$ cat src/rtl/led_step_timer.sv
// led_step_timer: step-enable generator for the LED pattern stage.
// Two raw pushbuttons are synchronized and debounced. btn_speed cycles the
// step rate through DIV_BASE, /2, /4, /8 and btn_pause toggles pausing.
// en is a registered single-cycle pulse.
// Optional build macro STEP_SINGLE_EN: a speed press while paused leaves
// speed and the count alone and issues exactly one en pulse (single-step).

// Per-button synchronizer plus debounce FSM. It emits one press_o pulse per
// accepted press and never emits anything on release.
module led_step_debounce #(
  parameter int unsigned DEBOUNCE_CYCLES = 1000000
) (
  input  logic clk_i,
  input  logic rst_i,
  input  logic btn_i,
  output logic press_o
);

  localparam int unsigned DW = $clog2(DEBOUNCE_CYCLES);
  localparam logic [DW-1:0] CNT_LAST = DW'(DEBOUNCE_CYCLES - 1);

  typedef enum logic [1:0] {
    IDLE         = 2'd0,
    WAIT_PRESS   = 2'd1,
    PRESSED      = 2'd2,
    WAIT_RELEASE = 2'd3
  } db_state_e;

  // FSM state and stability counter, kept together so the whole debounce
  // state is visible as one struct.
  typedef struct packed {
    db_state_e       state;
    logic [DW-1:0]   cnt;
  } db_t;

  logic sync1_q, sync2_q;
  db_t  db_q, db_d;

  // Two-flop synchronizer for the asynchronous button.
  always_ff @(posedge clk_i or posedge rst_i) begin
    if (rst_i) begin
      sync1_q <= 1'b0;
      sync2_q <= 1'b0;
    end else begin
      sync1_q <= btn_i;
      sync2_q <= sync1_q;
    end
  end

  // Debounce state register.
  always_ff @(posedge clk_i or posedge rst_i) begin
    if (rst_i) begin
      db_q.state <= IDLE;
      db_q.cnt   <= '0;
    end else begin
      db_q <= db_d;
    end
  end

  // Next-state: a level must persist for DEBOUNCE_CYCLES samples in a WAIT
  // state; any opposite sample sends it back to the settled state.
  always_comb begin
    db_d = db_q;
    case (db_q.state)
      IDLE: begin
        if (sync2_q) begin
          db_d.state = WAIT_PRESS;
          db_d.cnt   = '0;
        end
      end
      WAIT_PRESS: begin
        if (!sync2_q) begin
          db_d.state = IDLE;
        end else if (db_q.cnt == CNT_LAST) begin
          db_d.state = PRESSED;
        end else begin
          db_d.cnt = db_q.cnt + 1'b1;
        end
      end
      PRESSED: begin
        if (!sync2_q) begin
          db_d.state = WAIT_RELEASE;
          db_d.cnt   = '0;
        end
      end
      WAIT_RELEASE: begin
        if (sync2_q) begin
          db_d.state = PRESSED;
        end else if (db_q.cnt == CNT_LAST) begin
          db_d.state = IDLE;
        end else begin
          db_d.cnt = db_q.cnt + 1'b1;
        end
      end
      default: db_d.state = IDLE;
    endcase
  end

  // Output: press event in the cycle the press is accepted.
  always_comb begin
    press_o = (db_q.state == WAIT_PRESS) && sync2_q && (db_q.cnt == CNT_LAST);
  end

endmodule

module led_step_timer #(
  parameter int unsigned DIV_BASE        = 25000000,
  parameter int unsigned DEBOUNCE_CYCLES = 1000000
) (
  input  logic       clk,
  input  logic       reset,
  input  logic       btn_speed,
  input  logic       btn_pause,
  output logic       en,
  output logic [1:0] speed,
  output logic       paused
);

  localparam int unsigned CW = $clog2(DIV_BASE);
  // Terminal counts for the four rates; DIV_BASE >> speed, minus one.
  localparam logic [CW-1:0] DIV0_M1 = CW'(DIV_BASE - 1);
  localparam logic [CW-1:0] DIV1_M1 = CW'((DIV_BASE >> 1) - 1);
  localparam logic [CW-1:0] DIV2_M1 = CW'((DIV_BASE >> 2) - 1);
  localparam logic [CW-1:0] DIV3_M1 = CW'((DIV_BASE >> 3) - 1);

  logic          speed_ev, pause_ev;
  logic          step_ev, rate_ev;
  logic [CW-1:0] cnt_q, cnt_d, div_m1;
  logic [1:0]    speed_q, speed_d;
  logic          paused_q, paused_d;
  logic          en_q, en_d;

  led_step_debounce #(.DEBOUNCE_CYCLES(DEBOUNCE_CYCLES)) u_db_speed (
    .clk_i   (clk),
    .rst_i   (reset),
    .btn_i   (btn_speed),
    .press_o (speed_ev)
  );

  led_step_debounce #(.DEBOUNCE_CYCLES(DEBOUNCE_CYCLES)) u_db_pause (
    .clk_i   (clk),
    .rst_i   (reset),
    .btn_i   (btn_pause),
    .press_o (pause_ev)
  );

  // A speed press either changes the rate or, while paused in the
  // single-step build, requests one en pulse instead.
`ifdef STEP_SINGLE_EN
  assign step_ev = speed_ev & paused_q;
  assign rate_ev = speed_ev & ~paused_q;
`else
  assign step_ev = 1'b0;
  assign rate_ev = speed_ev;
`endif

  // Terminal count for the current rate.
  always_comb begin
    case (speed_q)
      2'd0:    div_m1 = DIV0_M1;
      2'd1:    div_m1 = DIV1_M1;
      2'd2:    div_m1 = DIV2_M1;
      default: div_m1 = DIV3_M1;
    endcase
  end

  // Next-state: rate change restarts the period and suppresses en; pause
  // freezes the count so resuming continues from the held value.
  always_comb begin
    cnt_d    = cnt_q;
    speed_d  = speed_q;
    paused_d = paused_q;
    en_d     = 1'b0;
    if (pause_ev) begin
      paused_d = ~paused_q;
    end
    if (step_ev) begin
      en_d = 1'b1;
    end else if (rate_ev) begin
      speed_d = speed_q + 2'd1;
      cnt_d   = '0;
    end else if (!paused_q) begin
      if (cnt_q == div_m1) begin
        cnt_d = '0;
        en_d  = 1'b1;
      end else begin
        cnt_d = cnt_q + 1'b1;
      end
    end
  end

  // Prescaler, rate, pause and en registers.
  always_ff @(posedge clk or posedge reset) begin
    if (reset) begin
      cnt_q    <= '0;
      speed_q  <= 2'd0;
      paused_q <= 1'b0;
      en_q     <= 1'b0;
    end else begin
      cnt_q    <= cnt_d;
      speed_q  <= speed_d;
      paused_q <= paused_d;
      en_q     <= en_d;
    end
  end

  assign en     = en_q;
  assign speed  = speed_q;
  assign paused = paused_q;

endmodule

$ cat config.mk
export PLATFORM = sky130hd
export DESIGN_NAME = led_step_timer
export DESIGN_NICKNAME = d
export VERILOG_FILES = /design/src/rtl/led_step_timer.sv
export SDC_FILE = /design/constraint.sdc
export NUM_CORES = 1
export LEC_CHECK = 0
export ABC_AREA = 0
export BUFFER_PORTS_ARGS = -buffer_cell sky130_fd_sc_hd__buf_2
export CAP_MARGIN = 20
export CORE_UTILIZATION = 50
export CTS_BUF_LIST = sky130_fd_sc_hd__clkbuf_16
export DETAILED_ROUTE_END_ITERATION = 10
export PLACE_DENSITY = 0.67
export SETUP_SLACK_MARGIN = 0.02
export SYNTH_ARGS = -nofsm -noshare
export SYNTH_HDL_FRONTEND = slang
export SYNTH_SLANG_ARGS = --single-unit
$ cat constraint.sdc
create_clock -name clk -period 2.72 [get_ports clk]
set_clock_uncertainty 0.15 [all_clocks]
set_input_delay 0.136 -clock clk [delete_from_list [all_inputs] [get_ports clk]]
set_output_delay 0.136 -clock clk [all_outputs]
set_load 0.03 [all_outputs]
======== Word level (Yosys, flattened, before mapping) ========
Cells that the tools add are included.
storage, ports and cells
  flip-flop bits (word level) ............. 77
  latch bits .............................. 0
  bits in writable memories ............... 0
  bits in read-only memories .............. 0
  output and inout bits ................... 4
  memories ................................ 0
cells by class
  add/sub/neg operators ................... 4
  multiply operators ...................... 0
  divide/modulo/power cells ............... 0
  $lt $le $gt $ge ......................... 0
  equal/unequal tests ..................... 24
  shifts and indexed selects .............. 0
  mux-type cells .......................... 27
  bitwise gates (word level) .............. 1
  reduce and logical (&&, ||, !) cells .... 11
operator list
  kind                   number
  $pmux 22 s4            2
  $mux 20                6
  $mux 22                4
  $mux 25                3
  $pmux 25 s3            1
  $add 20x1->20 const B  2
  $eq 20x20->1 const B   2
  $add 25x1->25 const B  1
  $eq 25x25->1           1
  $mux 2                 8
  $reduce_and 4->1       4
  $eq 2x2->1 const B     5
  $ne 2x2->1 const B     5
  $ne 2x1->1 const B     4
  $eq 2x1->1 const B     3
  $logic_not 2->1        3
  $ne 3x1->1 const B     2
  $ne 3x3->1 const B     2
  $logic_and 1x1->1      4
  $mux 1                 3
  $add 2x1->2 const B    1
  $not 1->1              1

======== Logic depth before layout (Yosys ltp) ========
Gate-level depths: netlist of run 1.
  word-level depth ........................ 6
  depth in mapped cells ................... 8
  depth with buffers taken out ............ 7

======== Cells and area by module ========
Synthesis of run 1 repeated with hierarchy kept, for this count alone.
second synthesis, totals
  cell total of the unflattened synthesis .. 497
  area total of the unflattened synthesis .. 4710.8 um2
by module, submodules not included
  module             instances  cells each  area each (um2)  sequential area each (um2)
  led_step_debounce  2          130         1312.5           600.6
  led_step_timer     1          237         2085.8           725.7

======== Least setup slack after synthesis of run 1 ========
OpenSTA, ideal clock, no wires.
  path type ............................... register to register
  start ................................... register speed_q[0], in the netlist speed[0]
  end ..................................... register cnt_q[15]
  setup time .............................. 134 ps
  arrival ................................. 2308 ps
  slack ................................... 128 ps
  stages on the path, launching flop included .. 9
  period minus slack after synthesis ...... 2592 ps
  cells stage by stage .................... dfrtp_1 > inv_1 > ha_1 > nor4bb_1 > mux2_2 > o2111ai_1 > o41ai_1 > buf_2 > a21oi_1
between the ends
  cells in the longest elaborated chain, start to end .. 6
  elaborated cells between the ends (all ways) .. 8
  classes of those cells .................. eq/ne (3); mux (4); reduce/logical (1)
ends and longest elaborated chain
  element                                   line  RTL
  from (decl)                               129   logic [1:0] speed_q, speed_d;
  from (signal assigned)                    201   speed_q <= speed_d;
  $eq 2x2->1, or another cell as far along  159   case (speed_q)
  $pmux 25 s3 *                             159
  $eq 25x25->1 *                            183   if (cnt_q == div_m1) begin
  $mux 25 *                                 183
  $mux 25 *                                 182   end else if (!paused_q) begin
  $mux 25 *                                 179   end else if (rate_ev) begin
  to (signal assigned)                      200   cnt_q <= cnt_d;
  to (decl)                                 128   logic [CW-1:0] cnt_q, cnt_d, div_m1;
Mark *: on every way between the ends. The rest lies on a longest branch, timed or not. The select of a mux whose other input is x is not followed.
A chain may end at the register's enable or synchronous reset.

======== Final worst setup path of run 1 ========
  start ................................... register speed_q[0], in the netlist speed[0]
  end ..................................... register cnt_q[6]
The elaborated chain is that of the path after synthesis.

==> summary.md, run 1 <==
| Metric | Value |
|---|---|
| Fillers | `766` |
| Area grow syn2layout | `14.45%` |
| Post-synth EDFFs | `0` |
| Nets | `520` |
| Peak Freq | `384.9 MHz` |
| Critical Path RT | `2.78 ns` |
| Post-Syn Nets | `496` |
| Share of flip-flops with an asynchronous set or reset | `100.0%` |
| Yosys reg bits | `77` |
| Crit path time final | `2.598 ns` |
| Routability Congestion | `0.8218` |
| Ant. Diodes | `0` |
| Most frequent cells in the layout | `dfrtp_1 (76), a21oi_1 (46), nand2_1 (39), nor2_1 (33), nand3_1 (26)` |
| DRC violations left | `0` |
| HP Class | `register to register` |
| Critical-path cell list | `inv_1, ha_1, nor4bb_1, mux2_2, o2111ai_2, o41ai_2, buf_4, buf_2, a21oi_1` |
| Mean Syn Cell Area | `9.233 sq um` |
| CP Data Arrival Time | `2.66 ns` |
| Skew-Pair Late Insertion Delay | `0.33 ns` |
| Worst VDD drop | `0.0003135 V` |
| RSZ-0062 raised after global routing | `no` |
| Final setup violation count | `0` |
| Slew HR | `28.96%` |
| Commonest non-fill, non-tap cell in the layout | `dfrtp_1` |
| Placeable Area | `8678 sq um` |
| Post-Syn Area | `4451 sq um` |
| Pin count of the biggest net entering global routing | `40` |
| Vias | `3744` |
| First-pass GRT wire length | `17050 um` |
| DP HPWL | `6873 um` |
| Max_cap viols | `0` |
| Die W | `96.35 um` |
| Synth cell types | `65` |
| P per Cell Area | `521.7 nW/um^2` |
| Die area | `9282 sq um` |
| Layout cells sized above 1 | `13.73%` |
| CTS Sinks | `77` |
| Initial Util | `51.28%` |
| Setup TNS | `0 ns` |
| Root buf cell | `clkbuf_16` |
| Max Root-Sink Buffers | `2` |
| Total track usage | `23.95%` |
| Final wirelength | `10270 um` |
| Worst-margin pin slew | `1.062 ns` |
| CTS tree | `built` |
| Die Height | `96.35 um` |
| Via-to-Cell Ratio | `6.058` |
| Global route overflow | `0` |
| CP startpoint kind | `register` |
| Core Util, Final | `58.69%` |
| I/O Pins | `8` |
| Iter 0 DRT Violations | `166` |
| Clock transition at path regs | `0.06 ns` |
| DR pass1 iterations | `4` |
| Slew Limit Fails | `0` |
| Crit path buffers/inverters | `3` |
| Row cnt | `34` |
| Register area share after synthesis | `43.29%` |
| Status | `completed` |
| Initial antenna violation count | `0` |
| Max FO, Critical Path | `10` |
| Crit. End Element | `register` |
| Synth Instances | `482` |
| Port bufs | `7` |
| Leakage | `1.977 nW` |
| Antenna Violating Nets Remaining | `0` |
| Wire per inst | `16.62 um` |
| Vias in the first global route | `3576` |
| Final Hold Fails | `0` |
| CTS buffer count | `9` |
| Ys flop type | `dfrtp_1` |
| CP max-delay cell | `dfrtp_2` |
| Setup CP Type | `register to register` |
| Period utilisation layout | `95.52%` |
| H-tree level count | `3` |
| Yosys synthesis warning count | `0` |
| CP delay by family, top | `buffers and inverters` |
| CP max stage delay | `0.44 ns` |
| Total Power | `0.002657 W` |
routing by layer:
metal | routed length (um) | vias to the layer above | share of wire [%] | global-route usage [%]
li1 | - | 1843 | - | -
met1 | 4760 | 1819 | 46 | 31.24
met2 | 5058 | 68 | 49 | 40.72
met3 | 308 | 14 | 3.0 | 3.160
met4 | 147 | 0 | 1.4 | 8.456
met5 | 0 | - | 0 | 0
path summary, 6_finish.rpt:
path,startpoint,to,slack (ns),cells after the start
max,speed[0],cnt_q[6],0.12,9
min,u_db_pause.sync1_q,u_db_pause.sync2_q,0.20,0
max reg2reg,speed[0],cnt_q[6],0.12,9
min reg2reg,u_db_pause.sync1_q,u_db_pause.sync2_q,0.20,0
max in group asynchronous,reset,speed[0],1.47,4
min in group asynchronous,reset,u_db_pause.db_q[13],0.29,3
cells in the mapped netlist, types with 10 or more instances:
cell      count  area, sq um
clkbuf_1     11        41.29
dfrtp_1      77         1927
nand2_1      39        146.4
xnor2_1      18        157.7
ha_1         10        125.1
nor2_1       33        123.9
a21oi_1      46        230.2
o31ai_1      21        157.7
or4_1        14        105.1
nand4_1      12        75.07
or3_1        17        106.4
inv_1        20        75.07
o21ai_0      22        110.1
nand3_1      26        130.1
report_power, final:
group          switching (W)  internal (W)
registers          0.0000218       0.00116
clock network       0.000473      0.000893
logic              0.0000696     0.0000360
total               0.000565       0.00209
state kept, by name, summed over array words and instances (netlist names), named ones only:
register	count
paused	1
u_db_speed.db_q	21
u_db_speed.sync1_q	1
u_db_speed.sync2_q	1
u_db_pause.db_q	21
en	1
cnt_q	25
u_db_pause.sync2_q	1
u_db_pause.sync1_q	1
speed	2
logic make-up (layout without fill, tap and decap cells):
group | Yosys count | in the layout | share of synthesized area [%]
AND/OR/NAND/NOR | 204 | 204 | 26.46
AO/OA/AOI/OAI | 121 | 121 | 17.18
flip-flops | 77 | 77 | 43.29
buffers and inverters | 37 | 65 | 3.458
XOR/XNOR | 25 | 25 | 4.920
adder cells (fa/ha/maj) | 10 | 10 | 2.811
multiplexers | 8 | 8 | 1.884
cell type report:
type	instances	area (sq um)	share of cell area (%)
clock buffers	9	225.2	4.422
multi-input cells	368	2390	46.92
clock inverters	6	111.4	2.186
repair buffers	29	221.5	4.348
inverters	21	82.58	1.621
flip-flops and latches	77	1928	37.85
well taps	108	135.1	2.653
timing repair:
item	4_1_cts	5_1_grt
hold buffers	3	0
setup endpoints to repair	0	21
endpoints found under the hold margin	40	0
setup buffers	0	1
gates resized for setup	0	4
stage by stage:
stage / setup WS (ns) / hold WS [ns] / instances / area [sq um]
after detailed placement: 0.1367 / 0.09615 / 597 / 4690
after global placement: 0.2809 / 0.09642 / 597 / 4690
final: 0.1218 / 0.2041 / 618 / 5094
after global routing: 0.04739 / 0.2280 / 618 / 5094
after floorplan: 0.1280 / 0.01743 / 482 / 4451
after CTS: 0.1359 / 0.2041 / 615 / 5056
Power figures use the tool's default switching activity.
==> inputs of run 2 (changes only) <==
- PLACE_DENSITY: 0.67 -> 0.69
- clock period: 2.72 -> 2.19 ns (I/O delays scaled with it)
==> run 2 against run 1 <==
Against the previous run:
- the run now ends with setup timing left
- global-route usage grew 2.4 points
- via count grew 12%
- cell count grew 11%
- sequential share of layout area shrank 6.0 points
- core utilization grew 11 points
- register-to-register slack lost 0.26 ns
- clock-buffer cell count is the same
- first-iteration DRC count grew 29%
- maximum frequency grew 12%
- worst hold slack lost 0.0043 ns
- critical path depth is the same
- design area grew 19%
==> summary.md, run 2 (synthesis gave the netlist of run 1 again) <==
| Metric | Value |
|---|---|
| Commonest non-fill, non-tap cell in the layout | `buf_4 (was dfrtp_1)` |
| Total track usage | `26.36% (was 23.95%)` |
| CP delay by family, top | `compound AO/OA/AOI/OAI gates (was buffers and inverters)` |
| Crit. End Element | `register (unchanged)` |
| P per Cell Area | `528.0 nW/um^2 (was 521.7 nW/um^2)` |
| Port bufs | `7 (unchanged)` |
| Skew-Pair Late Insertion Delay | `0.34 ns (was 0.33 ns)` |
| Placed instance area | `5264 sq um (was 4690 sq um)` |
| Placeable Area | `8678 sq um (unchanged)` |
| First-pass GRT wire length | `18610 um (was 17050 um)` |
| Most frequent cells in the layout | `buf_4 (77), dfrtp_1 (72), nand2_1 (38), nor2_1 (33), a21oi_2 (27) (was dfrtp_1 (76), a21oi_1 (46), nand2_1 (39), nor2_1 (33), nand3_1 (26))` |
| CTS Sinks | `77 (unchanged)` |
| Die W | `96.35 um (unchanged)` |
| WHS Endpoint | `u_db_pause.sync2_q (unchanged)` |
| Placed insts | `657 (was 597)` |
| Die area | `9282 sq um (unchanged)` |
| Max_cap viols | `0 (unchanged)` |
| Iter 0 DRT Violations | `214 (was 166)` |
| Status | `finished with violations (was completed)` |
| CP startpoint kind | `register (unchanged)` |
| Initial Util | `51.28% (unchanged)` |
| Vias | `4197 (was 3744)` |
| Final setup violation count | `24 (was 0)` |
| Vias in the first global route | `4049 (was 3576)` |
| FF-to-FF path depth | `9 (unchanged)` |
| I/O Pins | `8 (unchanged)` |
| Largest register by flop count | `cnt_q (unchanged)` |
| R2R Path End | `cnt_q[24] (was cnt_q[6])` |
| Ant. Diodes | `0 (unchanged)` |
| Global route overflow | `0 (unchanged)` |
| Worst VDD drop | `0.0004234 V (was 0.0003135 V)` |
| Largest regs | `cnt_q x25, u_db_pause.db_q x21, u_db_speed.db_q x21 (unchanged)` |
| Setup TNS | `-2.549 ns (was 0 ns)` |
| CTS buffer count | `9 (unchanged)` |
| Fillers | `652 (was 766)` |
| Nets | `589 (was 520)` |
| WHS | `0.1998 ns (was 0.2041 ns)` |
| Slew Limit Fails | `0 (unchanged)` |
| Max Root-Sink Buffers | `2 (unchanged)` |
| Clock transition at path regs | `0.06 ns (about the same)` |
| CP max stage delay | `0.45 ns (was 0.44 ns)` |
| Row cnt | `34 (unchanged)` |
| CTS tree | `built (unchanged)` |
| Largest register FFs | `25 (unchanged)` |
| Max FO, Critical Path | `6 (was 10)` |
| Worst-margin pin slew | `0.7737 ns (was 1.062 ns)` |
| Hold Crit Start | `u_db_pause.sync1_q (unchanged)` |
| Leakage | `2.433 nW (was 1.977 nW)` |
| Total Power | `0.003202 W (was 0.002657 W)` |
| Final wirelength | `12240 um (was 10270 um)` |
| Wire per inst | `17.79 um (was 16.62 um)` |
| Crit path buffers/inverters | `3 (unchanged)` |
| Area grow syn2layout | `36.27% (was 14.45%)` |
| Critical Path RT | `2.26 ns (was 2.78 ns)` |
| R2R Setup Slk | `-0.14 ns (was 0.12 ns)` |
| Post-Layout Inst Area | `6065 sq um (was 5094 sq um)` |
| CP Data Arrival Time | `2.40 ns (was 2.66 ns)` |
| Crit path time final | `2.329 ns (was 2.598 ns)` |
| Peak Freq | `429.4 MHz (was 384.9 MHz)` |
| DRC violations left | `0 (unchanged)` |
| Routability Congestion | `0.8546 (was 0.8218)` |
| Hold depth | `0 (unchanged)` |
| DR pass1 iterations | `4 (unchanged)` |
| Pin count of the biggest net entering global routing | `46 (was 40)` |
| Final Hold Fails | `0 (unchanged)` |
| HP Class | `register to register (unchanged)` |
| Critical-path cell list | `buf_6, ha_4, nor4bb_4, a21oi_2, o22a_1, o41ai_4, buf_4, buf_6, a21oi_2 (was inv_1, ha_1, nor4bb_1, mux2_2, o2111ai_2, o41ai_2, buf_4, buf_2, a21oi_1)` |
| Via-to-Cell Ratio | `6.100 (was 6.058)` |
| CP max-delay cell | `dfrtp_2 (unchanged)` |
| Slew HR | `48.31% (was 28.96%)` |
| Die Height | `96.35 um (unchanged)` |
| Initial antenna violation count | `0 (unchanged)` |
| H-tree level count | `3 (unchanged)` |
| DP HPWL | `7808 um (was 6873 um)` |
| Worst r2r src | `speed[1] (was speed[0])` |
| RSZ-0062 raised after global routing | `yes (was no)` |
| Antenna Violating Nets Remaining | `0 (unchanged)` |
| Non-filler instance count after layout | `688 (was 618)` |
| Period utilisation layout | `106.3% (was 95.52%)` |
| Layout cells sized above 1 | `34.83% (was 13.73%)` |
| Root buf cell | `clkbuf_16 (unchanged)` |
| Failing checks | `setup timing` |
| Setup CP Type | `register to register (unchanged)` |
| Final worst setup slack | `-0.1388 ns (was 0.1218 ns)` |
-- run 2: cell count changes in the layout (fill, tap and decap cells not counted), sizes merged --
cell and delta:
clkbuf +1, clkinv +1, bufinv -1, buf +68, clkinvlp +1
-- run 2: where the power goes --
part / total, W / leakage (nW) / switching [W] / internal (W)
clock network: 0.00157 / 0.155 / 0.000587 / 0.000982
registers: 0.00147 / 1.04 / 0.0000211 / 0.00145
logic: 0.000166 / 1.24 / 0.000101 / 0.0000659
-- run 2: metal layers --
layer	track usage [%]	vias to the layer above	part of all wire [%]
li1	-	1989	-
met1	31.68	2091	43
met2	44.98	85	51
met3	4.028	32	3.4
met4	14.83	0	2.5
met5	0	-	0
-- run 2: through the flow --
stage	setup WS [ns]	utilization, %
finish	-0.1388	69.88
global route	-0.2265	69.88
CTS	-0.1061	65.96
detailed placement	-0.1447	60.65
global placement	-0.06737	60.65
floorplan	-0.02178	-
-- run 2: worst max-delay path by stage --
stage	to	cells past startpoint	start	slack (ns)
after floorplan	cnt_q[15]	8	speed[0]	-0.02
after global placement	cnt_q[19]	5	u_db_speed.db_q[15]	-0.07
after detailed placement	cnt_q[24]	8	speed[1]	-0.14
after CTS	cnt_q[23]	8	speed[1]	-0.11
after global routing	cnt_q[24]	9	speed[1]	-0.23
final	cnt_q[24]	9	speed[1]	-0.14
-- run 2: repair_timing --
item                                   CTS  global route
pin swaps                                6            19
hold buffers                             3             0
resized for setup                       15            58
cloned                                   0             1
endpoints found under the hold margin   34             0
setup endpoints to repair               32            45
buffers inserted                         6             5
-- run 2: final cells by class --
type | instances | area (sq um) | area share, %
clock inverters | 7 | 81.33 | 1.341
repair buffers | 98 | 807.0 | 13.31
clock buffers | 9 | 225.2 | 3.714
multi-input cells | 368 | 2793 | 46.05
well taps | 108 | 135.1 | 2.228
flip-flops and latches | 77 | 1933 | 31.88
inverters | 21 | 90.09 | 1.485
-- run 2: worst register-to-register path: stages (launching register included) --
cell and delay (ns):
dfrtp_2 0.45, buf_6 0.13, ha_4 0.17, nor4bb_4 0.30, a21oi_2 0.06, o22a_1 0.25
o41ai_4 0.32, buf_4 0.20, buf_6 0.14, a21oi_2 0.04
==> inputs of run 3 (changes only) <==
- CORE_MARGIN: default -> 8
- SYNTH_HIERARCHICAL: default -> 1
==> run 3 against run 2 <==
Against the previous run:
- the flow still finishes with violations (setup timing)
- maximum frequency is 2.9% lower
- first-iteration DRC count is 3.7% lower
- die area is 38% higher
- sequential share of layout area is 1.2 points higher
- clock-buffer cell count stayed put
- combinational power is 10% lower
- largest cell class unchanged
- highest routed layer unchanged
==> summary.md, run 3 <==
| Metric | Value |
|---|---|
| Yosys reg bits | `77 (unchanged)` |
| DRC violations left | `0 (unchanged)` |
| Max_cap viols | `0 (unchanged)` |
| CTS buffer count | `9 (unchanged)` |
| Global route overflow | `0 (unchanged)` |
| Skew-Pair Late Insertion Delay | `0.34 ns (about the same)` |
| Vias in the first global route | `4060 (was 4049)` |
| R2R Setup Slk | `-0.21 ns (was -0.14 ns)` |
| Nets | `586 (was 589)` |
| Status | `finished with violations (unchanged)` |
| Initial antenna violation count | `0 (unchanged)` |
| Mean Syn Cell Area | `9.478 sq um (was 9.233 sq um)` |
| R2R Path End | `cnt_q[11] (was cnt_q[24])` |
| HP Class | `register to register (unchanged)` |
| Met3 Usage GRT | `2.130% (was 4.028%)` |
| Worst-margin pin slew | `0.6203 ns (was 0.7737 ns)` |
| DP HPWL | `7949 um (was 7808 um)` |
| Ys flop type | `dfrtp_1 (unchanged)` |
| Max FO, Critical Path | `6 (unchanged)` |
| Crit path time final | `2.397 ns (was 2.329 ns)` |
| Core Util, Final | `63.39% (was 69.88%)` |
| Pin count of the biggest net entering global routing | `41 (was 46)` |
| Slew HR | `58.49% (was 48.31%)` |
| Synth area leaders | `dfrtp_1 (41%), nand2_1 (4.7%), nand3_1 (3.7%), xnor2_1 (3.5%), nor2_1 (3.3%) (was dfrtp_1 (43%), a21oi_1 (5.2%), o31ai_1 (3.5%), xnor2_1 (3.5%), nand2_1 (3.3%))` |
| Root buf cell | `clkbuf_16 (unchanged)` |
| Slew Limit Fails | `0 (unchanged)` |
| Initial Util | `51.22% (was 51.28%)` |
| Hold Crit Start | `u_db_pause/sync1_q (was u_db_pause.sync1_q)` |
| H-tree level count | `3 (unchanged)` |
| Placeable Area | `9196 sq um (was 8678 sq um)` |
| Routability Congestion | `0.8578 (was 0.8546)` |
| Busiest layer in global routing | `met2 (unchanged)` |
| Worst r2r src | `u_db_speed/db_q[12] (was speed[1])` |
| Layout cells sized above 1 | `27.68% (was 34.83%)` |
| Placed instance area | `5271 sq um (was 5264 sq um)` |
| Period utilisation layout | `109.5% (was 106.3%)` |
| Share of flip-flops with an asynchronous set or reset | `100.0% (unchanged)` |
| Post-synth top cells | `dfrtp_1 (77), nand2_1 (59), nor2_1 (41) (was dfrtp_1 (77), a21oi_1 (46), nand2_1 (39))` |
| CTS tree | `built (unchanged)` |
| Most frequent cells in the layout | `dfrtp_1 (77), buf_4 (68), nand2_1 (58), nor2_1 (40), nand3_1 (32) (was buf_4 (77), dfrtp_1 (72), nand2_1 (38), nor2_1 (33), a21oi_2 (27))` |
| Largest register FFs | `25 (unchanged)` |
| Post-Syn Nets | `510 (was 496)` |
| Total track usage | `18.28% (was 26.36%)` |
| Post-Layout Inst Area | `5829 sq um (was 6065 sq um)` |
| Setup TNS | `-3.359 ns (was -2.549 ns)` |
| CP startpoint kind | `register (unchanged)` |
| Failing checks | `setup timing (unchanged)` |
| Iter 0 DRT Violations | `206 (was 214)` |
| Hold depth | `0 (unchanged)` |
| Met2 Usage GRT | `29.96% (was 44.98%)` |
| Non-filler instance count after layout | `689 (was 688)` |
| Yosys synthesis warning count | `6 (was 0)` |
| Via-to-Cell Ratio | `5.864 (was 6.100)` |
| WHS Endpoint | `u_db_pause/sync2_q (was u_db_pause.sync2_q)` |
| Max Root-Sink Buffers | `2 (unchanged)` |
| Commonest non-fill, non-tap cell in the layout | `dfrtp_1 (was buf_4)` |
| Register area share after synthesis | `40.90% (was 43.29%)` |
| GRT met1 Usage | `23.99% (was 31.68%)` |
| Final wirelength | `11350 um (was 12240 um)` |
| Die Height | `113.1 um (was 96.35 um)` |
| FF-to-FF path depth | `9 (unchanged)` |
| Post-Syn Area | `4711 sq um (was 4451 sq um)` |
| Antenna Violating Nets Remaining | `0 (unchanged)` |
| Wire per inst | `16.47 um (was 17.79 um)` |
| Ant. Diodes | `0 (unchanged)` |
| Final Hold Fails | `0 (unchanged)` |
| Post-synth top area share | `40.90% (was 43.29%)` |
| CP Data Arrival Time | `2.44 ns (was 2.40 ns)` |
| Largest area contributor in the netlist | `dfrtp_1 (unchanged)` |
| DR pass1 iterations | `4 (unchanged)` |
| Final worst setup slack | `-0.2075 ns (was -0.1388 ns)` |
| Port bufs | `7 (unchanged)` |
| Critical Path RT | `2.24 ns (was 2.26 ns)` |
| Pre-CTS setup slack | `-0.2609 ns (was -0.1447 ns)` |
| RSZ-0062 raised after global routing | `yes (unchanged)` |
| Worst VDD drop | `0.0003108 V (was 0.0004234 V)` |
| Setup CP Type | `register to register (unchanged)` |
| Leakage | `2.466 nW (was 2.433 nW)` |
| Row cnt | `35 (was 34)` |
| CTS Sinks | `77 (unchanged)` |
| Post-synth EDFFs | `0 (unchanged)` |
| Peak Freq | `417.1 MHz (was 429.4 MHz)` |
| I/O Pins | `8 (unchanged)` |
| Synth Instances | `497 (was 482)` |
| Die W | `113.1 um (was 96.35 um)` |
| Largest regs | `cnt_q x25, u_db_pause/db_q x21, u_db_speed/db_q x21 (was cnt_q x25, u_db_pause.db_q x21, u_db_speed.db_q x21)` |
| Synth cell types | `64 (was 65)` |
| Die area | `12780 sq um (was 9282 sq um)` |
| Largest register by flop count | `cnt_q (unchanged)` |
| Crit. End Element | `register (unchanged)` |
| Placed insts | `654 (was 657)` |
| Count leader, synth | `dfrtp_1 (unchanged)` |
| Area grow syn2layout | `23.75% (was 36.27%)` |
| P per Cell Area | `531.1 nW/um^2 (was 528.0 nW/um^2)` |
| Vias | `4040 (was 4197)` |
| Clock transition at path regs | `0.06 ns (about the same)` |
| Final setup violation count | `30 (was 24)` |
| First-pass GRT wire length | `19270 um (was 18610 um)` |
## run 3: changes by cell type after synthesis, sizes merged, moves of 6 or more
cell,before,now
a21oi,47,11
buf,5,13
nand2,39,59
nand3,26,38
nor2,33,46
nor4,5,12
o211ai,1,22
o21ai,22,11
o221ai,0,12
o31ai,22,2
or3,18,12
## run 3: timing repair
item / in CTS / in global routing
endpoints found under the setup margin: 28 / 31
gates resized for setup: 10 / 17
pin swaps: 13 / 10
buffers inserted: 7 / 8
hold endpoints to repair: 79 / 0
hold buffers: 3 / 0
gates cloned: 1 / 0
## run 3: final cells by class
class	instances	area (sq um)
fill	758	3367
multi-input combinational	379	2711
sequential	77	1927
timing repair buffer	87	688.2
clock buffer	9	225.2
tap	111	138.9
inverter	19	71.32
clock inverter	7	67.56
## run 3: power breakdown
part / leakage [nW] / total (W) / switching [W] / internal, W
logic: 1.28 / 0.000149 / 0.0000852 / 0.0000634
registers: 1.04 / 0.00148 / 0.0000307 / 0.00145
clock network: 0.143 / 0.00147 / 0.000593 / 0.000876
total: 2.47 / 0.00310 / 0.000709 / 0.00239
## run 3: how the worst max path moves through the flow
| stage | slack (ns) | endpoint | startpoint |
|---|---|---|---|
| floorplan | -0.28 | cnt_q[13] | u_db_speed/db_q[12] |
| finish | -0.21 | cnt_q[11] | u_db_speed/db_q[12] |
| global placement | -0.20 | cnt_q[13] | u_db_speed/db_q[8] |
| CTS | -0.21 | cnt_q[11] | u_db_speed/db_q[12] |
| detailed placement | -0.26 | cnt_q[11] | u_db_speed/db_q[8] |
| global route | -0.31 | cnt_q[13] | u_db_speed/db_q[0] |
## run 3: cell families (layout without fill, tap and decap cells)
family / Yosys count / in the layout / share of synthesized area (%)
multiplexers: 5 / 5 / 1.195
AND/OR/NAND/NOR: 254 / 254 / 32.96
adder cells (fa/ha/maj): 9 / 9 / 2.390
AO/OA/AOI/OAI: 80 / 80 / 12.70
buffers and inverters: 41 / 122 / 3.772
XOR/XNOR: 31 / 31 / 6.082
flip-flops: 77 / 77 / 40.90
## run 3: routing by layer
metal  part of all wire (%)  vias up  wire, um
met5                      0        -         0
met4                    2.2        0       251
met3                    3.4       20       385
met2                     49       87      5532
met1                     46     1955      5181
li1                       -     1978         -
## run 3: through the flow
step	hold slack [ns]	power (W)
floorplan	-0.02588	0.001576
global placement	0.05622	0.001634
detailed placement	0.05132	0.001639
CTS	0.2181	0.003118
global route	0.2330	0.003201
finish	0.2158	0.003096
## run 3: worst max-delay path, cell delays in order (launching register included)
cell and delay (ns):
dfrtp_1 0.37, or2_1 0.25, or4_4 0.54, nor2_4 0.11, nand2_2 0.08, nor3b_4 0.26, buf_4 0.17, buf_6 0.11
or4_1 0.11, o221ai_1 0.10
